File: src/rtl/swervolf_uart_pkg.sv
// Shared definitions for the SweRVolf console UART blocks: receiver state
// encoding and the clock divider calculation.
package swervolf_uart_pkg;

    typedef enum logic [2:0] {
        ST_IDLE  = 3'd0,
        ST_START = 3'd1,
        ST_DATA  = 3'd2,
        ST_STOP  = 3'd3,
        ST_BREAK = 3'd4
    } rx_state_e;

    // Clocks per bit, rounded to nearest.
    function automatic int unsigned uart_div(input int unsigned clk_hz, input int unsigned baud);
        return (clk_hz + baud / 32'd2) / baud;
    endfunction

endpackage

File: src/rtl/sync_fifo.sv
// First-word-fall-through synchronous FIFO with occupancy output and a
// drop-on-full push that reports the lost word.
module sync_fifo #(
    parameter int WIDTH = 8,
    parameter int DEPTH = 16
) (
    input  logic                       clk,
    input  logic                       rst,
    input  logic                       push,
    input  logic [WIDTH-1:0]           push_data,
    input  logic                       pop,
    output logic [WIDTH-1:0]           data,
    output logic                       valid,
    output logic [$clog2(DEPTH):0]     fill,
    output logic                       overflow
);
    localparam int AW = $clog2(DEPTH);

    logic [AW:0]      wr_ptr_r;
    logic [AW:0]      rd_ptr_r;
    logic [WIDTH-1:0] mem_r [DEPTH];
    logic             full_s;
    logic             empty_s;
    logic             pop_s;
    logic             wr_en_s;

    // A full FIFO still takes a push when the head leaves in the same cycle.
    assign full_s   = (wr_ptr_r[AW] != rd_ptr_r[AW]) && (wr_ptr_r[AW-1:0] == rd_ptr_r[AW-1:0]);
    assign empty_s  = (wr_ptr_r == rd_ptr_r);
    assign pop_s    = pop & ~empty_s;
    assign wr_en_s  = push & (~full_s | pop_s);
    assign overflow = push & ~wr_en_s;
    assign valid    = ~empty_s;
    assign fill     = wr_ptr_r - rd_ptr_r;
    assign data     = mem_r[rd_ptr_r[AW-1:0]];

    // Storage and pointer update.
    always_ff @(posedge clk or posedge rst) begin
        if (rst) begin
            wr_ptr_r <= '0;
            rd_ptr_r <= '0;
            for (int i = 0; i < DEPTH; i++) begin
                mem_r[i] <= '0;
            end
        end else begin
            if (wr_en_s) begin
                mem_r[wr_ptr_r[AW-1:0]] <= push_data;
                wr_ptr_r                <= wr_ptr_r + (AW+1)'(1);
            end
            if (pop_s) begin
                rd_ptr_r <= rd_ptr_r + (AW+1)'(1);
            end
        end
    end

endmodule

File: src/rtl/uart_rx_fifo.sv
// 8N1 UART receiver for the SweRVolf console line, buffering received bytes
// in a FWFT FIFO exposed as a valid/ready stream.
module uart_rx_fifo
    import swervolf_uart_pkg::*;
#(
    parameter int CLK_FREQ_HZ = 25000000,
    parameter int BAUD        = 115200,
    parameter int FIFO_DEPTH  = 16
) (
    input  logic                          clk,
    input  logic                          rst,
    input  logic                          i_rx,
    output logic [7:0]                    o_data,
    output logic                          o_valid,
    input  logic                          i_ready,
    output logic [$clog2(FIFO_DEPTH):0]   o_fill,
    output logic                          o_frame_err,
    output logic                          o_overflow
);
    localparam int unsigned DIV   = uart_div(CLK_FREQ_HZ, BAUD);
    localparam int          CNT_W = $clog2(DIV);
    localparam logic [CNT_W-1:0] FULL_M1 = CNT_W'(DIV - 32'd1);
    localparam logic [CNT_W-1:0] HALF_M1 = CNT_W'(DIV / 32'd2 - 32'd1);

    rx_state_e        state_r;
    logic             sync1_r;
    logic             rx_sync_r;
    logic             rx_prev_r;
    logic [CNT_W-1:0] cnt_r;
    logic [2:0]       bit_r;
    logic [7:0]       shift_r;
    logic             push_r;
    logic             frame_err_r;
    logic             fall_s;
    logic             expire_s;

    assign fall_s   = rx_prev_r & ~rx_sync_r;
    assign expire_s = (cnt_r == '0);

    // Two-flop synchroniser plus one history flop for edge detection; idles high.
    always_ff @(posedge clk or posedge rst) begin
        if (rst) begin
            sync1_r   <= 1'b1;
            rx_sync_r <= 1'b1;
            rx_prev_r <= 1'b1;
        end else begin
            sync1_r   <= i_rx;
            rx_sync_r <= sync1_r;
            rx_prev_r <= rx_sync_r;
        end
    end

    // Receiver FSM: samples mid-bit and stops at the middle of the stop bit
    // so the next start edge can follow immediately.
    always_ff @(posedge clk or posedge rst) begin
        if (rst) begin
            state_r     <= ST_IDLE;
            cnt_r       <= '0;
            bit_r       <= 3'd0;
            shift_r     <= 8'd0;
            push_r      <= 1'b0;
            frame_err_r <= 1'b0;
        end else begin
            push_r      <= 1'b0;
            frame_err_r <= 1'b0;
            case (state_r)
                ST_IDLE: begin
                    if (fall_s) begin
                        state_r <= ST_START;
                        cnt_r   <= HALF_M1;
                    end
                end
                ST_START: begin
                    if (!expire_s) begin
                        cnt_r <= cnt_r - CNT_W'(1);
                    end else if (!rx_sync_r) begin
                        state_r <= ST_DATA;
                        bit_r   <= 3'd0;
                        cnt_r   <= FULL_M1;
                    end else begin
                        state_r <= ST_IDLE;
                    end
                end
                ST_DATA: begin
                    if (!expire_s) begin
                        cnt_r <= cnt_r - CNT_W'(1);
                    end else begin
                        shift_r <= {rx_sync_r, shift_r[7:1]};
                        cnt_r   <= FULL_M1;
                        bit_r   <= bit_r + 3'd1;
                        if (bit_r == 3'd7) begin
                            state_r <= ST_STOP;
                        end
                    end
                end
                ST_STOP: begin
                    if (!expire_s) begin
                        cnt_r <= cnt_r - CNT_W'(1);
                    end else if (rx_sync_r) begin
                        push_r  <= 1'b1;
                        state_r <= ST_IDLE;
                    end else begin
                        frame_err_r <= 1'b1;
                        state_r     <= ST_BREAK;
                    end
                end
                ST_BREAK: begin
                    if (rx_sync_r) begin
                        state_r <= ST_IDLE;
                    end
                end
                default: begin
                    state_r <= ST_IDLE;
                end
            endcase
        end
    end

    assign o_frame_err = frame_err_r;

    sync_fifo #(
        .WIDTH (8),
        .DEPTH (FIFO_DEPTH)
    ) u_fifo (
        .clk       (clk),
        .rst       (rst),
        .push      (push_r),
        .push_data (shift_r),
        .pop       (i_ready),
        .data      (o_data),
        .valid     (o_valid),
        .fill      (o_fill),
        .overflow  (o_overflow)
    );

endmodule
File: config.mk
export PLATFORM = sky130hd
export DESIGN_NAME = uart_rx_fifo
export DESIGN_NICKNAME = d
export VERILOG_FILES = /design/src/rtl/swervolf_uart_pkg.sv /design/src/rtl/sync_fifo.sv /design/src/rtl/uart_rx_fifo.sv
export SDC_FILE = /design/constraint.sdc
export NUM_CORES = 1
export LEC_CHECK = 0
export ABC_AREA = 1
export CAP_MARGIN = 20
export CORE_MARGIN = 4
export CORE_UTILIZATION = 50
export CTS_CLUSTER_DIAMETER = 150
export DETAILED_ROUTE_END_ITERATION = 16
export GPL_ROUTABILITY_DRIVEN = 0
export PLACE_DENSITY = 0.66
export SYNTH_ARGS = -nofsm -noshare
export SYNTH_HDL_FRONTEND = slang
export SYNTH_HIERARCHICAL = 1
export SYNTH_SLANG_ARGS = --single-unit
File: constraint.sdc
create_clock -name clk -period 3.9 [get_ports clk]
set_clock_uncertainty 0.15 [all_clocks]
set_input_delay 0.39 -clock clk [delete_from_list [all_inputs] [get_ports clk]]
set_output_delay 0.39 -clock clk [all_outputs]
set_load 0.02 [all_outputs]
After elaboration in Yosys (flattened, before gate mapping)

Cells that the tools add are included.

Input port bits: 4
Logic and storage cells: 104
Flip-flop bits (word level): 165
Output and inout bits: 16

$lt $le $gt $ge: 3
Bitwise logic cells: 11
Multiplexer cells: 31
Reductions and logical operators: 10
Equality and inequality tests: 17
Add/subtract/negate cells: 5

Operators with widths:

| cell                                                                         | count |
|---|---|
| 128-bit bitwise mux                                                          | 1 |
| 8-bit 2-to-1 mux                                                             | 8 |
| 8-bit binary-select mux with 4-bit select                                    | 1 |
| 8-bit demux with 4-bit select                                                | 1 |
| 8-bit case mux with 4 select lines                                           | 1 |
| 3-bit 2-to-1 mux                                                             | 10 |
| 2-bit != test, second input constant                                         | 8 |
| 3-bit case mux with 5 select lines                                           | 1 |
| 5-bit by 1-bit adder with 5-bit output, second input constant                | 2 |
| 5-bit greater-or-equal comparator, second input constant                     | 2 |
| 4-bit NOT with 5-bit output                                                  | 2 |
| 8-bit zero test                                                              | 1 |
| 4-bit AND reduction                                                          | 2 |
| 8-bit by 1-bit subtractor with 8-bit output, second input constant           | 1 |
| 3-bit by 2-bit equality test with 1-bit output, second input constant        | 2 |
| 3-bit equality test, second input constant                                   | 2 |
| 1-bit 2-to-1 mux                                                             | 6 |
| 3-bit case mux with 2 select lines                                           | 1 |
| 6-bit AND reduction                                                          | 1 |
| 5-bit equality test                                                          | 1 |
| 5-bit by 1-bit less-than comparator with 1-bit output, second input constant | 1 |
| 5-bit subtractor                                                             | 1 |
| 1-bit AND                                                                    | 4 |
| 4-bit equality test                                                          | 1 |
| other kinds (12)                                                             | 16 |

Longest topological paths before layout

Depth in word-level cells: 7
Mapped depth: 12
Mapped depth without buffers: 10

Modules after synthesis

Netlist, hierarchy kept.

Modules (own cells, without submodules):

| module       | instances | area each (um^2) | sequential area each (um^2) | cells each |
|---|---|---|---|---|
| sync_fifo    | 1         | 7,890.1          | 3,453.3                     | 1,108 |
| uart_rx_fifo | 1         | 1,428.9          | 679.4                       | 182 |

Worst setup path after synthesis

No wires, ideal clock.

Path kind: register -> output
Start point: reg u_fifo.rd_ptr_r[1]
End point: out o_overflow
Cell stages (with the launch flop): 11
Path buffers: 4
Arrival time: 2,063 ps
Slack: 1,297 ps
Required time: 3,360 ps
Cells stage by stage: dfrtp_1 > buf_2 > clkinv_1 > clkbuf_1 > ha_1 > nand2_1 > nor2_4 > nand3_2 > buf_2 > buf_2 > nor2_1

Longest elaborated chain between the ends: 7
Elaborated cells on any way between the ends: 10
Classes of those cells: eq/ne (2); bitwise (7); reduce/logical (1)

RTL lines:

| what                                                       | line                             | source |
|---|---|---|
| start, declared                                            | sync_fifo.sv:20                  | `logic [AW:0] rd_ptr_r;` |
| start signal, assigned                                     | sync_fifo.sv:51                  | `rd_ptr_r <= rd_ptr_r + (AW+1)'(1);` |
| 5-bit equality test or 4-bit equality test (tied branches) | sync_fifo.sv:29, sync_fifo.sv:28 |  |
| 1-bit NOT or 1-bit logical AND (tied branches)             | sync_fifo.sv:30, sync_fifo.sv:28 |  |
| 1-bit AND or 1-bit NOT (tied branches)                     | sync_fifo.sv:30, sync_fifo.sv:31 |  |
| 1-bit OR *                                                 | sync_fifo.sv:31                  | `assign wr_en_s = push & (~full_s \| pop_s);` |
| 1-bit AND *                                                | sync_fifo.sv:31                  |  |
| 1-bit NOT *                                                | sync_fifo.sv:32                  | `assign overflow = push & ~wr_en_s;` |
| 1-bit AND *                                                | sync_fifo.sv:32                  |  |
| end, declared                                              | uart_rx_fifo.sv:18               | `output logic o_overflow` |

Every way passes the cells marked *; elsewhere a longest branch is shown, timed or not.

Worst setup path after layout

Ends and elaborated chain as after synthesis.

==> flow_metrics.py <==
metrics = {
    "detailed_routing": {
        "drt_iter0_drc": 961,
        "dr.pass1.iters": 6,
        "drc": 0,
        "ant_nets": 0,
        "viasPerCell": 5.454,
        "vias": 8269,
        "wire_per_inst_um": 16.71,
        "postRouteWirelength_mm": 25.33,
    },
    "sta": {
        "setup_viol": 0,
        "period_needed_ps": 3466,
        "timing.final.ws_setup_ps": 433.9,
        "worst_slew_margin_rel_pct": 27.31,
        "fmax_ghz": 0.2885,
        "period_share_pct": 88.87,
        "hold_viol_final": 0,
        "fin_tns_setup_ps": 0,
        "worstMarginPinSlew_ps": 1090,
        "maxSlewViolCount": 0,
        "rsz0062_at_grt": "false",
    },
    "power_and_ir_drop": {
        "p_per_area_nw_per_um2": 560.0,
        "clkPwrFrac_pct": 29.1,
        "vdd_drop_max_mv": 0.3187,
        "internal-power_mw": 3.415,
        "p_leak_nw": 5.421,
        "switchingPower_mw": 2.259,
        "swShare_pct": 39.81,
        "seqPwrFrac_pct": 32.8,
        "pwr-share-comb_pct": 38.1,
    },
    "logic_synthesis": {
        "syn-mean-instance-area_um2": 7.224,
        "syn_inst": 1290,
        "syn_area_um2": 9319,
        "synth.most_common_cell": "nand2_1",
        "syn_nets": 1308,
        "yosys-top-cells-count": "nand2_1 (550), dfrtp_1 (162), inv_1 (160), nand4_1 (131), nand3_1 (114)",
        "synth_cell_types": 29,
        "synth_edf_count": 0,
        "synth_area_leaders": "dfrtp_1 (44%), nand2_1 (22%), nand4_1 (8.8%), inv_1 (6.4%), nand3_1 (6.1%)",
        "ys.flop_type": "dfrtp_1",
        "synthArstFlopShare_pct": 100.0,
        "ys_seq_area_share_pct": 44.35,
        "yosys_register_bits": 165,
        "synthDominantCellAreaShare_pct": 43.50,
        "synth_top_cell_by_area": "dfrtp_1",
        "yosysWarnings": 6,
    },
    "cts": {
        "cts.path.max_buffers": 2,
        "clk_latency_ps": 440,
        "cts.htree.levels": 4,
        "clkSinkCount": 165,
        "cts_resized": 0,
        "cts_buffers": 17,
        "cts-hold-fix-buffers": 0,
        "cts_root_buf": "clkbuf_16",
        "clk_pin_slew_worst_paths_ps": 70,
        "cts_tree": "built",
        "postCtsSetupRepairBufs": 0,
    },
    "job": {
        "drv_cap": 0,
    },
    "worst_setup_path": {
        "crit_path_max_fanout": 19,
        "crit_type": "flip-flop to primary output",
        "worst_setup_path_start_kind": "flip-flop",
        "cp-end-kind": "primary output",
        "crit_required_ps": 3360,
        "arrival_ps": 2930,
    },
    "hold_path": {
        "hp-class": "flip-flop to flip-flop",
    },
    "run_status": {
        "outcome": "complete, no violations",
    },
    "global_routing": {
        "grt.overflow.total": 0,
        "grt_first_pass_wirelength_mm": 42.40,
        "track_usage_pct": 26.01,
        "grt_pass1_vias": 7954,
        "antenna_found_initial": 0,
        "grt_max_degree": 71,
    },
    "die": {
        "core-area_um2": 18150,
        "rows": 49,
        "ios": 20,
        "die-area_um2": 20890,
        "start_util_pct": 51.35,
        "die_width_um": 144.5,
        "die_y_um": 144.5,
    },
    "placement": {
        "dpl_worst_slack_ps": 917.4,
        "dpl.hpwl_mm": 16.03,
        "portBuffers": 19,
    },
    "finish": {
        "antenna_cells": 0,
        "drive_gt1_share_pct": 6.993,
        "syn_to_final_growth_pct": 8.714,
        "layout.nets": 1292,
    },
}
-- placed cells by master (no fill, tap or decap), types with 8 or more instances in the layout --
master and instances:
ha_1 13, nand3_1 114, a21oi_1 10, nor2_1 15, buf_4 16, nand4_1 131, clkdlybuf4s50_1 19, xor2_1 9
dfrtp_1 160, inv_6 8, clkbuf_16 17, o21ai_0 8, inv_1 158, nor2_2 17, nand2_1 550
-- kinds of logic after synthesis --
kind of cell               count (synthesis)  share of synthesized area (%)
and+or+nand+nor                          841                          40.27
adders and majority gates                 14                          1.960
AOI/OAI and AO/OA                         23                          1.396
buffers and inverters                    236                          11.00
DFF                                      165                          44.35
xor gates and xnor gates                  11                          1.034
-- critical path: stages, from the launching register on --
cell             delay (ps)
dfrtp_1                 350
clkinv_1                500
ha_1                    540
nand2_1                  90
nor2_4                  130
nand3_4                 130
nor2_1                  140
clkdlybuf4s50_1         620
-- flip-flops by register name, summed over array words and instances, names as in the netlist --
name	flops
u_fifo/wr_ptr_r	5
sync1_r	1
cnt_r	8
u_fifo/mem_r	128
u_fifo/rd_ptr_r	5
o_frame_err	1
bit_r	3
state_r	3
push_r	1
rx_sync_r	1
shift_r	8
rx_prev_r	1
-- per-layer routing --
layer,share of wire [%],vias to the layer above,GRT usage [%]
met5,0,-,0
met4,1.5,0,6.186
met3,8.4,33,6.448
met2,45,297,38.53
met1,45,3877,38.57
li1,-,4062,-
-- metrics by stage --
step / cells / utilization [%] / hold WS [ps] / total power [mW] / area, um2
2_1_floorplan: 1290 / - / 195.2 / 3.373 / 9323
3_3_place_gp: 1484 / 52.70 / 202.2 / 4.021 / 9563
3_5_place_dp: 1484 / 52.70 / 199.8 / 4.023 / 9563
4_1_cts: 1516 / 55.83 / 191.6 / 5.688 / 10130
5_1_grt: 1516 / 55.83 / 199.4 / 6.052 / 10130
6_report: 1516 / 55.83 / 207.5 / 5.673 / 10130
-- worst paths after layout --
kind / from / end / slack (ps) / depth (start not counted)
max: u_fifo/rd_ptr_r[1] / o_overflow / 430 / 7
max in group asynchronous: rst / u_fifo/mem_r[58] / 2300 / 4
min reg2reg: sync1_r / rx_sync_r / 210 / 0
max reg2reg: u_fifo/rd_ptr_r[1] / u_fifo/mem_r[68] / 1010 / 9
min: sync1_r / rx_sync_r / 210 / 0
min in group asynchronous: rst / bit_r[1] / 250 / 3
-- power by group through the flow --
stage          combinational [mW]  sequential (mW)  clock (mW)
2_1_floorplan                1.50             1.87           0
3_3_place_gp                 2.13             1.89           0
3_5_place_dp                 2.13             1.89           0
4_1_cts                      2.14             1.86        1.69
5_1_grt                      2.41             1.87        1.77
6_report                     2.16             1.86        1.65
-- final cells by class --
class,count,area (um2)
timing repair buffer,37,350.3
clock inverter,14,138.9
clock buffer,18,429.2
sequential,165,4138
inverter,164,619.3
multi-input combinational,889,4169
fill,1718,8016
tap,229,286.5
No activity file was read; power rests on OpenSTA's default activity.
